==> config.mk <==
export PLATFORM = sky130hd
export DESIGN_NAME = alu_result_stage
export DESIGN_NICKNAME = d
export VERILOG_FILES = /design/src/rtl/alu_result_stage_pkg.sv /design/src/rtl/alu_result_stage_units.sv /design/src/rtl/alu_result_stage.sv
export SDC_FILE = /design/constraint.sdc
export NUM_CORES = 1
export LEC_CHECK = 0
export BUFFER_PORTS_ARGS = -buffer_cell sky130_fd_sc_hd__buf_2
export CORE_MARGIN = 4
export CORE_UTILIZATION = 60
export DETAILED_ROUTE_END_ITERATION = 6
export PLACE_DENSITY_LB_ADDON = 0.05
export SYNTH_ARGS = -nofsm -noshare
export SYNTH_HDL_FRONTEND = slang
export SYNTH_SLANG_ARGS = --single-unit
==> constraint.sdc <==
create_clock -name clk -period 5.1 [get_ports clk]
set_input_delay 1.02 -clock clk [delete_from_list [all_inputs] [get_ports clk]]
set_output_delay 1.02 -clock clk [all_outputs]
set_load 0.1 [all_outputs]
==> src/rtl/alu_result_stage_pkg.sv <==
// Shared types and widths for the ALU result stage and its op units.
package alu_pkg;

    localparam int unsigned DATA_W = 8;
    localparam int unsigned RES_W  = 16;

    typedef enum logic [1:0] {
        OP_ADD = 2'd0,
        OP_SUB = 2'd1,
        OP_MUL = 2'd2,
        OP_ILL = 2'd3
    } op_e;

    typedef struct packed {
        logic c;
        logic v;
        logic n;
        logic z;
    } flags_t;

endpackage

==> src/rtl/alu_result_stage_units.sv <==
// Combinational arithmetic units (add, sub, mul) with result flags.

module op_add
    import alu_pkg::*;
(
    input  logic [DATA_W-1:0] a,
    input  logic [DATA_W-1:0] b,
    output logic [RES_W-1:0]  y,
    output flags_t            f
);
    logic [DATA_W:0] sum;

    // 9-bit sum, zero-extended; v is signed overflow of the 8-bit add
    always_comb begin
        sum = {1'b0, a} + {1'b0, b};
        y   = RES_W'(sum);
        f.c = sum[DATA_W];
        f.v = (a[DATA_W-1] == b[DATA_W-1]) && (sum[DATA_W-1] != a[DATA_W-1]);
        f.n = y[DATA_W-1];
        f.z = (y == '0);
    end
endmodule

module op_sub
    import alu_pkg::*;
(
    input  logic [DATA_W-1:0] a,
    input  logic [DATA_W-1:0] b,
    output logic [RES_W-1:0]  y,
    output flags_t            f
);
    logic [DATA_W:0] diff;

    // 9-bit difference; carry means "no borrow"
    always_comb begin
        diff = {1'b0, a} - {1'b0, b};
        y    = RES_W'(diff);
        f.c  = ~diff[DATA_W];
        f.v  = (a[DATA_W-1] ^ b[DATA_W-1]) & (a[DATA_W-1] ^ diff[DATA_W-1]);
        f.n  = y[DATA_W-1];
        f.z  = (y == '0);
    end
endmodule

module op_mul
    import alu_pkg::*;
(
    input  logic [DATA_W-1:0] a,
    input  logic [DATA_W-1:0] b,
    output logic [RES_W-1:0]  y,
    output flags_t            f
);
    // full-width unsigned product; carry/overflow never set
    always_comb begin
        y   = RES_W'(a) * RES_W'(b);
        f.c = 1'b0;
        f.v = 1'b0;
        f.n = y[RES_W-1];
        f.z = (y == '0);
    end
endmodule

==> src/rtl/alu_result_stage.sv <==
// Two-stage issue/retire wrapper around op_add/op_sub/op_mul.
// Optional sticky overflow flag: define ALU_STICKY_OVF_EN.
module alu_result_stage
    import alu_pkg::*;
#(
    parameter int unsigned TAG_W = 4,
    parameter int unsigned CNT_W = 16
) (
    input  logic             clk,
    input  logic             rst,
    input  logic             in_valid,
    output logic             in_ready,
    input  logic [1:0]       in_op,
    input  logic [7:0]       in_a,
    input  logic [7:0]       in_b,
    input  logic [TAG_W-1:0] in_tag,
    output logic             out_valid,
    input  logic             out_ready,
    output logic [15:0]      out_y,
    output logic             out_c,
    output logic             out_v,
    output logic             out_n,
    output logic             out_z,
    output logic             out_err,
    output logic [TAG_W-1:0] out_tag,
`ifdef ALU_STICKY_OVF_EN
    input  logic             clr_sticky,
    output logic             sticky_v,
`endif
    output logic [CNT_W-1:0] retired
);

    // S1: operand register
    logic              s1_valid;
    op_e               s1_op;
    logic [DATA_W-1:0] s1_a;
    logic [DATA_W-1:0] s1_b;
    logic [TAG_W-1:0]  s1_tag;

    // S2: result register
    logic              s2_valid;
    logic [RES_W-1:0]  s2_y;
    flags_t            s2_f;
    logic              s2_err;
    logic [TAG_W-1:0]  s2_tag;

    logic s2_adv;
    logic s1_load;
    logic s1_to_s2;
    logic retire;

    logic [RES_W-1:0] add_y, sub_y, mul_y;
    flags_t           add_f, sub_f, mul_f;

    logic [RES_W-1:0] mux_y;
    flags_t           mux_f;
    logic             mux_err;

    // Handshake / advance decisions; in_ready forced low while in reset
    always_comb begin
        s2_adv   = !s2_valid || out_ready;
        s1_to_s2 = s1_valid && s2_adv;
        in_ready = !rst && (!s1_valid || s2_adv);
        s1_load  = in_valid && in_ready;
        retire   = s2_valid && out_ready;
    end

    op_add u_add (.a(s1_a), .b(s1_b), .y(add_y), .f(add_f));
    op_sub u_sub (.a(s1_a), .b(s1_b), .y(sub_y), .f(sub_f));
    op_mul u_mul (.a(s1_a), .b(s1_b), .y(mul_y), .f(mul_f));

    // Select the unit matching the S1 opcode; illegal op yields zeros + err
    always_comb begin
        mux_y   = '0;
        mux_f   = '0;
        mux_err = 1'b0;
        case (s1_op)
            OP_ADD: begin
                mux_y = add_y;
                mux_f = add_f;
            end
            OP_SUB: begin
                mux_y = sub_y;
                mux_f = sub_f;
            end
            OP_MUL: begin
                mux_y = mul_y;
                mux_f = mul_f;
            end
            default: begin
                mux_err = 1'b1;
            end
        endcase
    end

    // S1 register: loads on input handshake, empties when it moves to S2
    always_ff @(posedge clk or posedge rst) begin
        if (rst) begin
            s1_valid <= 1'b0;
            s1_op    <= OP_ADD;
            s1_a     <= '0;
            s1_b     <= '0;
            s1_tag   <= '0;
        end else begin
            if (s1_load) begin
                s1_valid <= 1'b1;
                s1_op    <= op_e'(in_op);
                s1_a     <= in_a;
                s1_b     <= in_b;
                s1_tag   <= in_tag;
            end else if (s1_to_s2) begin
                s1_valid <= 1'b0;
            end
        end
    end

    // S2 register: holds its result until retired downstream
    always_ff @(posedge clk or posedge rst) begin
        if (rst) begin
            s2_valid <= 1'b0;
            s2_y     <= '0;
            s2_f     <= '0;
            s2_err   <= 1'b0;
            s2_tag   <= '0;
        end else if (s2_adv) begin
            s2_valid <= s1_valid;
            if (s1_to_s2) begin
                s2_y   <= mux_y;
                s2_f   <= mux_f;
                s2_err <= mux_err;
                s2_tag <= s1_tag;
            end
        end
    end

    // Retired-result counter, wraps naturally
    always_ff @(posedge clk or posedge rst) begin
        if (rst) begin
            retired <= '0;
        end else if (retire) begin
            retired <= retired + CNT_W'(1);
        end
    end

`ifdef ALU_STICKY_OVF_EN
    // Sticky overflow: a setting retire wins over a same-cycle clear
    always_ff @(posedge clk or posedge rst) begin
        if (rst) begin
            sticky_v <= 1'b0;
        end else if (retire && s2_f.v) begin
            sticky_v <= 1'b1;
        end else if (clr_sticky) begin
            sticky_v <= 1'b0;
        end
    end
`endif

    // Outputs come straight from the S2 register
    always_comb begin
        out_valid = s2_valid;
        out_y     = s2_y;
        out_c     = s2_f.c;
        out_v     = s2_f.v;
        out_n     = s2_f.n;
        out_z     = s2_f.z;
        out_err   = s2_err;
        out_tag   = s2_tag;
    end

endmodule

==> impl_metrics.env <==
export IMPL_syn_avg_cell_area_um2=9.63
export IMPL_die_area_um2=10800
export IMPL_ctsResizeCount=0
export IMPL_crit_path_end_kind="flop"
export IMPL_setup_viol=0
export IMPL_die_w_um=104
export IMPL_placedCellCount=739
export IMPL_fp_dieH_um=104
export IMPL_drv_cap=0
export IMPL_max_freq_mhz=206
export IMPL_clk_pin_slew_ns=0.08
export IMPL_min_path_type="flop to flop"
export IMPL_syn_cell_area_um2=5530
export IMPL_critical_path_peak_fanout=9
export IMPL_synth_edf_count=0
export IMPL_hpwl_um=9540
export IMPL_min_from="s1_tag[1]$_DFFE_PP0P_"
export IMPL_postCtsHoldBufs=0
export IMPL_outcome="completed"
export IMPL_cts_tree="done"
export IMPL_grt_pass1_wl_um=21900
export IMPL_vias_per_cell=5.74
export IMPL_fillers=692
export IMPL_hold_violations=0
export IMPL_postPlaceCellArea_um2=5960
export IMPL_startpoint_type="flop"
export IMPL_synth_top_area_share_pct=29.4
export IMPL_synth_largest_area_cell="dfrtp_1"
export IMPL_syn_to_final_growth_pct=12.0
export IMPL_synth_nets=691
export IMPL_start_util_pct=62.5
export IMPL_io_buffers=68
export IMPL_root_buffer="clkbuf_8"
export IMPL_r2r_start="s1_b[4]$_DFFE_PP0P_"
export IMPL_antenna_found_initial=0
export IMPL_totalWireLength_um=12600
export IMPL_drtIter0Drc=152
export IMPL_period_share_pct=95.0
export IMPL_grt_pass1_vias=4613
export IMPL_synthCells=574
export IMPL_antenna_left=0
export IMPL_cp_startpoint="s1_b[4]$_DFFE_PP0P_"
export IMPL_synth_area_top_cells="dfrtp_1 (29%), fa_1 (14%), ha_1 (12%), mux2_2 (4.9%), inv_1 (4.6%)"
export IMPL_drc=0
export IMPL_cts_made_buffers=9
export IMPL_io_pins=69
export IMPL_critPathRequiredTime_ns=5.34
export IMPL_grt_max_degree=54
export IMPL_worstSetupPathType="flop to flop"
export IMPL_async_reset_ff_share_pct=100
export IMPL_gp_congestion=0.886
export IMPL_rsz0062_at_grt="false"
export IMPL_wl_per_cell_um=16.7
export IMPL_post_route_min_period_ns=4.84
export IMPL_coreArea_um2=8850
export IMPL_ys_seq_elements=65
export IMPL_tightest_slew_ns=1.14
export IMPL_drive_above_1_share_pct=17.9
export IMPL_synth_warnings=0
export IMPL_synthFlopType="dfrtp_1"
export IMPL_via_count=4335
export IMPL_clockBufferDepth=2
export IMPL_grt_util_all_layers_pct=24.9
export IMPL_num_antenna_cells=0
export IMPL_fin_skew_ns=0.0136
export IMPL_post_route_cell_area_um2=6190
export IMPL_firstDrtPassIters=4
export IMPL_cts_sinks=65
export IMPL_relSlewSlack_pct=23.6
export IMPL_std_cell_rows=34
export IMPL_slew_violations=0
export IMPL_finalSetupTns_ns=0
export IMPL_grt_ovfl_total=0
export IMPL_synth_seq_area_share_pct=29.4
export IMPL_stdcell_count=755
export IMPL_post_cts_setup_buffers=0
export IMPL_cp_arrival_ns=5.09
export IMPL_ys_types=51
export IMPL_r2r_slack_ns=0.26
export IMPL_fin_nets=759
export IMPL_htree_levels=3
export IMPL_clock_latency_ns=0.35
## worst paths after layout
kind / end / cells after the start
max: out_z$_DFFE_PP0P_ / 16
min: out_tag[1]$_DFFE_PP0P_ / 2
max reg2reg: out_z$_DFFE_PP0P_ / 16
min reg2reg: out_tag[1]$_DFFE_PP0P_ / 2
max in group asynchronous: s1_a[1]$_DFFE_PP0P_ / 3
min in group asynchronous: retired[3]$_DFFE_PP0P_ / 2
## cells by family after synthesis
| kind of cell | after synthesis | share of synthesized area [%] |
|---|---|---|
| and+or+nand+nor | 184 | 16.7 |
| AOI/OAI and AO/OA | 91 | 11.5 |
| adders and majority gates | 91 | 25.8 |
| buffers and inverters | 81 | 5.66 |
| DFF | 65 | 29.4 |
| xor gates and xnor gates | 34 | 5.39 |
| muxes | 28 | 5.61 |
## per-layer routing
layer | global-route usage, % | vias up | share of wire (%) | wire length [um]
met2 | 42.9 | 121 | 51 | 6480
met5 | 0 | - | 0 | 0
met1 | 31.1 | 2123 | 42 | 5230
met4 | 8.55 | 0 | 2.3 | 286
li1 | - | 2070 | - | -
met3 | 5.28 | 21 | 4.8 | 609
## through the flow
stage          setup slack (ns)  utilization [%]  hold slack (ns)
6_report                  0.256             69.9            0.463
5_1_grt                  0.0140             69.9            0.490
4_1_cts                   0.240             69.9            0.465
3_5_place_dp              0.317             67.4            0.453
3_3_place_gp              0.406             67.4            0.443
2_1_floorplan             0.645                -            0.433
## synthesized netlist by cell type (all sizes together) (2+ instances only)
library cell,count
fa,38
nor2,26
or3,4
o211ai,5
a2111oi,3
clkbuf,8
o21ai,19
a21oi,21
nor4,3
ha,53
inv,67
nand4,5
o311ai,2
and3,2
a21o,4
nor2b,4
and2,40
o21a,9
nor3,11
nand2,58
xnor2,24
a22o,6
o31a,2
buf,6
o31ai,4
o221ai,5
a211oi,2
dfrtp,65
nand2b,8
mux2,24
xor2,10
mux2i,4
nand3,16
o2111ai,3
## layout make-up
type	count	area, um2	area share, %
Multi-Input combinational cell	428	3590	58.0
Sequential cell	65	1630	26.3
Clock inverter	7	100	1.62
Tap cell	108	135	2.18
Timing Repair Buffer	71	363	5.86
Clock buffer	9	124	2.00
Inverter	67	251	4.06
## state kept, by name (all words and copies together), names as in the netlist, 2 cells and up
signal	flops
s1_tag	4
retired	16
s1_b	8
out_tag	4
s1_a	8
s1_op	2
out_y	16
## critical path: stages, from the launching register on
cell and delay (ns):
dfrtp_1 0.47, ha_1 0.32, fa_1 0.60, fa_1 0.46, fa_1 0.54, inv_1 0.05
fa_1 0.53, inv_1 0.04, ha_1 0.35, nand3_1 0.13, o211ai_1 0.18, nor2_1 0.07
xnor2_1 0.14, nand4bb_1 0.22, nor4_1 0.21, nand4b_1 0.18, o211ai_1 0.25
## layout by cell type, fill, tap and decap left out, drive strengths merged, types with 5 or more instances in the layout
| cell type | count |
|---|---|
| a21oi | 21 |
| a22o | 6 |
| and2 | 40 |
| buf | 71 |
| clkbuf | 9 |
| dfrtp | 65 |
| fa | 38 |
| ha | 53 |
| inv | 70 |
| mux2 | 24 |
| nand2 | 58 |
| nand2b | 8 |
| nand3 | 16 |
| nand4 | 5 |
| nor2 | 26 |
| nor3 | 11 |
| o211ai | 5 |
| o21a | 9 |
| o21ai | 19 |
| o221ai | 5 |
| xnor2 | 24 |
| xor2 | 10 |
Power is left out: the tool's default activity adds up to more than one toggle a clock period on the data nets, which glitch-free logic cannot reach.
